File: config.mk
export PLATFORM = sky130hd
export DESIGN_NAME = mem_write_arbiter_flat
export DESIGN_NICKNAME = d
export VERILOG_FILES = /design/src/rtl/mem_write_arbiter_pkg.sv /design/src/rtl/mem_write_arbiter_if.sv /design/src/rtl/write_req_fifo.sv /design/src/rtl/mem_write_arbiter.sv /design/src/flat_wrapper.sv
export SDC_FILE = /design/constraint.sdc
export NUM_CORES = 2
export LEC_CHECK = 0
export CAP_MARGIN = 40
export CORE_ASPECT_RATIO = 1.5
export CORE_UTILIZATION = 64
export DETAILED_ROUTE_END_ITERATION = 10
export HOLD_SLACK_MARGIN = 0.08
export MAX_ROUTING_LAYER = met4
export PLACE_DENSITY = 0.84
export SYNTH_ARGS = -nofsm -noshare
export SYNTH_HDL_FRONTEND = slang
export SYNTH_SLANG_ARGS = --single-unit
File: constraint.sdc
create_clock -name clk -period 22.6 [get_ports clk]
set_input_delay 2.26 -clock clk [delete_from_list [all_inputs] [get_ports clk]]
set_output_delay 2.26 -clock clk [all_outputs]
set_load 0.05 [all_outputs]
File: src/rtl/mem_write_arbiter_pkg.sv
// Shared types for the Renderer -> MemoryController write path.
//   MemoryWriteRequest : one write beat; WriteStrobe doubles as the valid bit
//   SRC_BVH / SRC_FB   : encodings used by grant_src and the round-robin pointer
package mem_write_arbiter_pkg;

  typedef struct packed {
    logic         WriteStrobe;
    logic [26:0]  Address;
    logic [127:0] Data;
  } MemoryWriteRequest;

  localparam logic SRC_BVH = 1'b0;
  localparam logic SRC_FB  = 1'b1;

endpackage

File: src/rtl/mem_write_arbiter_if.sv
// Bus bundle between the two write producers, the arbiter and the memory
// controller write port.
//   bvh_req / fb_req : producer requests (WriteStrobe = valid)
//   bvh_full/fb_full : per-source FIFO full flags
//   out_req/out_ready: valid/ready handshake towards the memory controller
//   grant_src        : source of the request currently in out_req
//   drop_count       : saturating count of strobes lost to a full FIFO
//   idle             : nothing buffered and nothing presented
// The slave modport is the arbiter side, master is the producer/consumer side.
interface mem_write_arbiter_if #(parameter int DROP_W = 16);
  import mem_write_arbiter_pkg::*;

  MemoryWriteRequest bvh_req;
  MemoryWriteRequest fb_req;
  MemoryWriteRequest out_req;
  logic              bvh_full;
  logic              fb_full;
  logic              out_ready;
  logic              grant_src;
  logic [DROP_W-1:0] drop_count;
  logic              idle;

  modport slave (
    input  bvh_req, fb_req, out_ready,
    output bvh_full, fb_full, out_req, grant_src, drop_count, idle
  );

  modport master (
    output bvh_req, fb_req, out_ready,
    input  bvh_full, fb_full, out_req, grant_src, drop_count, idle
  );

endinterface

File: src/rtl/write_req_fifo.sv
// Per-source request FIFO.
//   i_push/i_data : store i_data when not full (a push while full is ignored,
//                   even if the same cycle pops)
//   i_pop         : advance the read pointer when not empty
//   o_head        : entry at the read pointer
//   o_full        : registered, set when the count reaches FIFO_DEPTH
//   o_empty       : decode of the registered count
//   o_count       : occupancy, one bit wider than the pointers
module write_req_fifo
  import mem_write_arbiter_pkg::*;
#(
  parameter int FIFO_DEPTH = 8
) (
  input  logic                        clk,
  input  logic                        reset,
  input  logic                        i_push,
  input  MemoryWriteRequest           i_data,
  input  logic                        i_pop,
  output MemoryWriteRequest           o_head,
  output logic                        o_full,
  output logic                        o_empty,
  output logic [$clog2(FIFO_DEPTH):0] o_count
);

  localparam int           AW       = $clog2(FIFO_DEPTH);
  localparam logic [AW:0]  FULL_CNT = (AW+1)'(FIFO_DEPTH);

  MemoryWriteRequest r_mem [FIFO_DEPTH];
  logic [AW-1:0]     r_wr_ptr;
  logic [AW-1:0]     r_rd_ptr;
  logic [AW:0]       r_count;
  logic              r_full;

  logic              w_push;
  logic              w_pop;
  logic [AW:0]       w_count_nxt;

  // Fullness is judged on the registered state only, so a pop never frees a
  // slot for a push in the same cycle.
  assign w_push      = i_push && !r_full;
  assign w_pop       = i_pop && (r_count != '0);
  assign w_count_nxt = r_count + {{AW{1'b0}}, w_push} - {{AW{1'b0}}, w_pop};

  always_ff @(posedge clk) begin
    if (reset) begin
      r_wr_ptr <= '0;
      r_rd_ptr <= '0;
      r_count  <= '0;
      r_full   <= 1'b0;
    end else begin
      if (w_push) r_wr_ptr <= r_wr_ptr + 1'b1;
      if (w_pop)  r_rd_ptr <= r_rd_ptr + 1'b1;
      r_count <= w_count_nxt;
      r_full  <= (w_count_nxt == FULL_CNT);
    end
  end

  // Storage needs no reset; the pointers and count define what is valid.
  always_ff @(posedge clk) begin
    if (w_push) r_mem[r_wr_ptr] <= i_data;
  end

  assign o_head  = r_mem[r_rd_ptr];
  assign o_full  = r_full;
  assign o_empty = (r_count == '0);
  assign o_count = r_count;

endmodule

File: src/rtl/mem_write_arbiter.sv
// Shares the MemoryController write port between BVH-builder and framebuffer
// writes. Each source feeds a write_req_fifo; a round-robin arbiter drains
// them into a one-entry output register handshaked with out_ready.
//   clk, reset : clock and synchronous active-high reset
//   bus        : slave side of mem_write_arbiter_if (requests, full flags,
//                out_req/out_ready, grant_src, drop_count, idle)
module mem_write_arbiter
  import mem_write_arbiter_pkg::*;
#(
  parameter int FIFO_DEPTH = 8,
  parameter int DROP_W     = 16
) (
  input  logic                 clk,
  input  logic                 reset,
  mem_write_arbiter_if.slave   bus
);

  localparam int CW = $clog2(FIFO_DEPTH) + 1;

  MemoryWriteRequest r_out;
  logic              r_grant;
  logic              r_last;
  logic [DROP_W-1:0] r_drop;

  MemoryWriteRequest w_bvh_head, w_fb_head, w_head;
  logic              w_bvh_full, w_fb_full;
  logic              w_bvh_empty, w_fb_empty;
  logic [CW-1:0]     w_bvh_count, w_fb_count;
  logic              w_can_load;
  logic              w_pop_bvh, w_pop_fb;
  logic              w_drop_bvh, w_drop_fb;
  logic [1:0]        w_drop_inc;
  logic [DROP_W:0]   w_drop_sum;

  write_req_fifo #(.FIFO_DEPTH(FIFO_DEPTH)) u_bvh_fifo (
    .clk     (clk),
    .reset   (reset),
    .i_push  (bus.bvh_req.WriteStrobe),
    .i_data  (bus.bvh_req),
    .i_pop   (w_pop_bvh),
    .o_head  (w_bvh_head),
    .o_full  (w_bvh_full),
    .o_empty (w_bvh_empty),
    .o_count (w_bvh_count)
  );

  write_req_fifo #(.FIFO_DEPTH(FIFO_DEPTH)) u_fb_fifo (
    .clk     (clk),
    .reset   (reset),
    .i_push  (bus.fb_req.WriteStrobe),
    .i_data  (bus.fb_req),
    .i_pop   (w_pop_fb),
    .o_head  (w_fb_head),
    .o_full  (w_fb_full),
    .o_empty (w_fb_empty),
    .o_count (w_fb_count)
  );

  // out_ready only matters while the register holds a valid request.
  assign w_can_load = !r_out.WriteStrobe || bus.out_ready;

  always_comb begin
    w_pop_bvh = 1'b0;
    w_pop_fb  = 1'b0;
    if (w_can_load) begin
      if (!w_bvh_empty && !w_fb_empty) begin
        if (r_last == SRC_FB) w_pop_bvh = 1'b1;
        else                  w_pop_fb  = 1'b1;
      end else if (!w_bvh_empty) begin
        w_pop_bvh = 1'b1;
      end else if (!w_fb_empty) begin
        w_pop_fb = 1'b1;
      end
    end
  end

  assign w_head = w_pop_fb ? w_fb_head : w_bvh_head;

  // Both sources may drop in one cycle, so the increment is 0..2; one extra
  // bit on the sum detects wrap and clamps to all-ones.
  assign w_drop_bvh = bus.bvh_req.WriteStrobe && w_bvh_full;
  assign w_drop_fb  = bus.fb_req.WriteStrobe && w_fb_full;
  assign w_drop_inc = {1'b0, w_drop_bvh} + {1'b0, w_drop_fb};
  assign w_drop_sum = {1'b0, r_drop} + (DROP_W+1)'(w_drop_inc);

  always_ff @(posedge clk) begin
    if (reset) begin
      r_out   <= '0;
      r_grant <= SRC_BVH;
      r_last  <= SRC_FB;
      r_drop  <= '0;
    end else begin
      if (w_pop_bvh || w_pop_fb) begin
        r_out             <= w_head;
        r_out.WriteStrobe <= 1'b1;
        r_grant           <= w_pop_fb ? SRC_FB : SRC_BVH;
        r_last            <= w_pop_fb ? SRC_FB : SRC_BVH;
      end else if (bus.out_ready) begin
        // Accepted with nothing to refill: drop valid, keep address/data.
        r_out.WriteStrobe <= 1'b0;
      end
      r_drop <= w_drop_sum[DROP_W] ? {DROP_W{1'b1}} : w_drop_sum[DROP_W-1:0];
    end
  end

  assign bus.out_req    = r_out;
  assign bus.grant_src  = r_grant;
  assign bus.drop_count = r_drop;
  assign bus.bvh_full   = w_bvh_full;
  assign bus.fb_full    = w_fb_full;
  assign bus.idle       = w_bvh_empty && w_fb_empty && !r_out.WriteStrobe;

endmodule

File: src/flat_wrapper.sv
// flat-port wrapper written by rule: the top's interface ports become plain ports
module mem_write_arbiter_flat import mem_write_arbiter_pkg::*;
#(
  parameter int FIFO_DEPTH = 8,
  parameter int DROP_W     = 16
)
  (clk, reset, bus_bvh_req, bus_fb_req, bus_out_ready, bus_bvh_full, bus_fb_full, bus_out_req, bus_grant_src, bus_drop_count, bus_idle);
  mem_write_arbiter_if #(.DROP_W(DROP_W)) bus_i ();
  input  logic clk;
  input  logic reset;
  input wire logic [$bits(bus_i.bvh_req)-1:0] bus_bvh_req;
  input wire logic [$bits(bus_i.fb_req)-1:0] bus_fb_req;
  input wire logic [$bits(bus_i.out_ready)-1:0] bus_out_ready;
  output wire logic [$bits(bus_i.bvh_full)-1:0] bus_bvh_full;
  output wire logic [$bits(bus_i.fb_full)-1:0] bus_fb_full;
  output wire logic [$bits(bus_i.out_req)-1:0] bus_out_req;
  output wire logic [$bits(bus_i.grant_src)-1:0] bus_grant_src;
  output wire logic [$bits(bus_i.drop_count)-1:0] bus_drop_count;
  output wire logic [$bits(bus_i.idle)-1:0] bus_idle;
  assign bus_i.bvh_req = bus_bvh_req;
  assign bus_i.fb_req = bus_fb_req;
  assign bus_i.out_ready = bus_out_ready;
  assign bus_bvh_full = bus_i.bvh_full;
  assign bus_fb_full = bus_i.fb_full;
  assign bus_out_req = bus_i.out_req;
  assign bus_grant_src = bus_i.grant_src;
  assign bus_drop_count = bus_i.drop_count;
  assign bus_idle = bus_i.idle;
  mem_write_arbiter #(.FIFO_DEPTH(FIFO_DEPTH), .DROP_W(DROP_W)) u_core (.clk(clk), .reset(reset), .bus(bus_i));
endmodule
==> metrics.cfg <==
[synthesis]
ys_async_sr_fraction_pct = 0
synth_nets = 4902
synth_cells = 4571
synth.largest_area_cell = edfxtp_1
ys.flop_type = edfxtp_1
synth_edf_count = 2480
yosysWarnings = 0
synth_area_um2 = 100600
ys_seq_area_share_pct = 78.08
synth_area_per_cell_um2 = 22.00
yosys-top-cells-area = edfxtp_1, mux4_2, dfxtp_1
synth_cell_types = 49
synth_top_area_share_pct = 74.06
ys_seq_elements = 2682

[global_route]
met1_usage_pct = 42.03
grt_use_total_pct = 33.80
busiest_layer = met2
antenna_found_initial = 79
use_met3_pct = 8.232
overflow = 0
met2_usage_pct = 54.88
grt_max_degree = 145
grt_pass1_wl_um = 370300
grt_pass1_vias = 52370

[die]
dieArea_um2 = 158700
coreArea_um2 = 155500
die_h_um = 487.5
ioPinCount = 491
rows = 177
die_x_um = 325.6
initial_utilization_pct = 64.68

[critical_path]
worstSetupPathType = flop to output port
cp.arrival_ns = 3.17
end_kind = output port
critPathLaunchType = flop
cp_max_fo = 6
required_ns = 20.34

[min_path]
holdCritPathClass = flop to flop

[power]
leakagePower_nw = 35.73
powerDensity_nw_per_um2 = 115.9
ir_drop_mv = 0.1621

[routing]
wl_um = 259100
vias = 51740
drtIter0Drc = 6823
ant_nets = 0
wl_per_cell_um = 34.60
via_per_inst = 6.910
drc = 0
drtPass1Iterations = 5

[clock_tree]
postCtsSetupBuffers = 0
hold_buffers = 0
cts_made_buffers = 221
ctsResizeCount = 0
clock_latency_ns = 0.89
clock-sinks = 2682
root_buffer = clkbuf_16
clkTransAtPathRegs_ns = 0.07
htreeDepth = 4
cts_tree = yes
cts.path.max_buffers = 3

[timing]
fin_crit_ns = 5.429
rsz0062_at_grt = no
fmax_mhz = 184.2
report.final.slew_viol_count = 0
slew-limit-headroom_pct = 20.07
hold_viol_final = 0
setup_viol = 0
skew_ns = 0.05763
hold_slack_ns = 0.4871
post-route-period-util_pct = 24.02
worst_slew_pin_slew_ns = 1.199
finalSetupTns_ns = 0

[place]
post-dp-hpwl_um = 141400
gp_congestion = 0.8117
portBuffers = 490

[flow_run]
cap_violations = 0

[cells_and_area]
drive_above_1_share_pct = 20.93
area_growth_pct = 15.84
layout.nets = 5469

[outcome]
outcome = finished clean

[final timing paths]
check	startpoint	to	slack (ns)	cells past startpoint
max	u_core.u_bvh_fifo.o_count[2]	bus_idle	17.17	5
min	u_core.bus.out_req[35]	u_core.bus.out_req[35]	0.49	1
max reg2reg	flop	u_core.bus.out_req[56]	18.19	8
min reg2reg	u_core.bus.out_req[35]	u_core.bus.out_req[35]	0.49	1
[area by class of cell]
type / count / area [um^2]
Antenna cell: 92 / 230.2
Clock buffer: 295 / 6008
Clock inverter: 127 / 1503
Fill cell: 7793 / 38990
Inverter: 17 / 66.31
Multi-Input combinational cell: 1608 / 20960
Sequential cell: 2682 / 78540
Tap cell: 2058 / 2575
Timing Repair Buffer: 608 / 6598
[critical path, stage by stage (launching register included)]
cell             delay [ns]
dfxtp_1                0.30
inv_1                  0.07
ha_1                   0.22
or3b_1                 0.50
nor3b_1                0.33
clkdlybuf4s50_1        0.86
[synthesized netlist by cell type (all sizes together) (17+ instances only)]
cell type     n
edfxtp     2480
o21ai       132
nand2b       21
inv          17
a31oi        17
mux2         27
a211oi      233
nand2        20
dfxtp       202
buf         134
mux2i       197
nand3        18
clkbuf      130
a21oi        23
nor2         65
mux4        594
a221o        27
nor2b       123
a22oi        26
[power by group]
part | internal [mW] | total, mW | switching (mW)
clock network | 2.18 | 3.98 | 1.79
logic | 1.34 | 3.35 | 2.01
registers | 5.90 | 6.18 | 0.275
total | 9.43 | 13.5 | 4.08
[placed cells by master, fill, tap and decap left out, types with 13 or more instances in the layout]
master	synthesis	routed
o211ai_1	14	14
mux2i_1	197	197
a21oi_1	23	23
nand2_1	20	20
nand3_1	18	18
ha_1	13	13
nand2b_1	21	21
nor2_1	63	51
nor2b_1	123	123
nor2_4	1	13
a22oi_1	26	26
buf_12	0	15
inv_1	17	16
a211oi_1	232	232
a31oi_1	17	16
buf_16	0	31
clkbuf_16	0	221
clkdlybuf4s50_1	0	489
clkinv_1	0	23
clkbuf_8	0	20
edfxtp_1	2480	2480
clkbuf_1	130	54
buf_4	8	71
a221o_1	27	27
bufinv_16	0	26
clkinv_2	0	45
mux2_2	27	27
o21ai_0	132	132
dfxtp_1	202	196
mux4_2	594	594
diode_2	0	92
[kinds of logic (layout without fill, tap and decap cells)]
| logic type | after synthesis | in the layout | share of synthesized area (%) |
|---|---|---|---|
| flops | 2682 | 2682 | 78.08 |
| mux | 818 | 818 | 15.57 |
| compound gates | 479 | 479 | 3.250 |
| buf+inv | 281 | 1047 | 1.206 |
| simple gates | 278 | 278 | 1.522 |
| xor+xnor | 17 | 17 | 0.1481 |
| fa+ha+maj | 16 | 16 | 0.2215 |
| other cells | 0 | 92 | 0 |
[flip-flops by register name, indices dropped and copies added (netlist names), named ones only]
signal / cells
u_core.bus.drop_count: 16
u_core.bus.grant_src: 1
u_core.bus.out_req: 156
u_core.r_last: 1
u_core.u_bvh_fifo.o_count: 4
u_core.u_bvh_fifo.o_full: 1
u_core.u_bvh_fifo.r_mem: 1240
u_core.u_bvh_fifo.r_rd_ptr: 3
u_core.u_bvh_fifo.r_wr_ptr: 3
u_core.u_fb_fifo.o_count: 4
u_core.u_fb_fifo.o_full: 1
u_core.u_fb_fifo.r_mem: 1240
u_core.u_fb_fifo.r_rd_ptr: 3
u_core.u_fb_fifo.r_wr_ptr: 3
[metal layers]
metal	up-vias	part of all wire, %
li1	20430	-
met1	26900	34
met2	3932	51
met5	-	0
met3	472	11
met4	0	3.1
[metrics by stage]
step / power, mW / area (um^2) / setup slack [ns] / utilization, % / cells
3_5_place_dp: 9.520 / 108700 / 16.48 / 69.94 / 6973
5_1_grt: 13.84 / 116400 / 17.05 / 74.90 / 7470
2_1_floorplan: 8.417 / 100600 / 8.533 / - / 4571
6_report: 13.51 / 116500 / 17.17 / 74.92 / 7487
4_1_cts: 13.52 / 116300 / 17.15 / 74.78 / 7395
3_3_place_gp: 9.359 / 107800 / 16.10 / 69.32 / 6935
No activity file was read; power rests on OpenSTA's default activity.
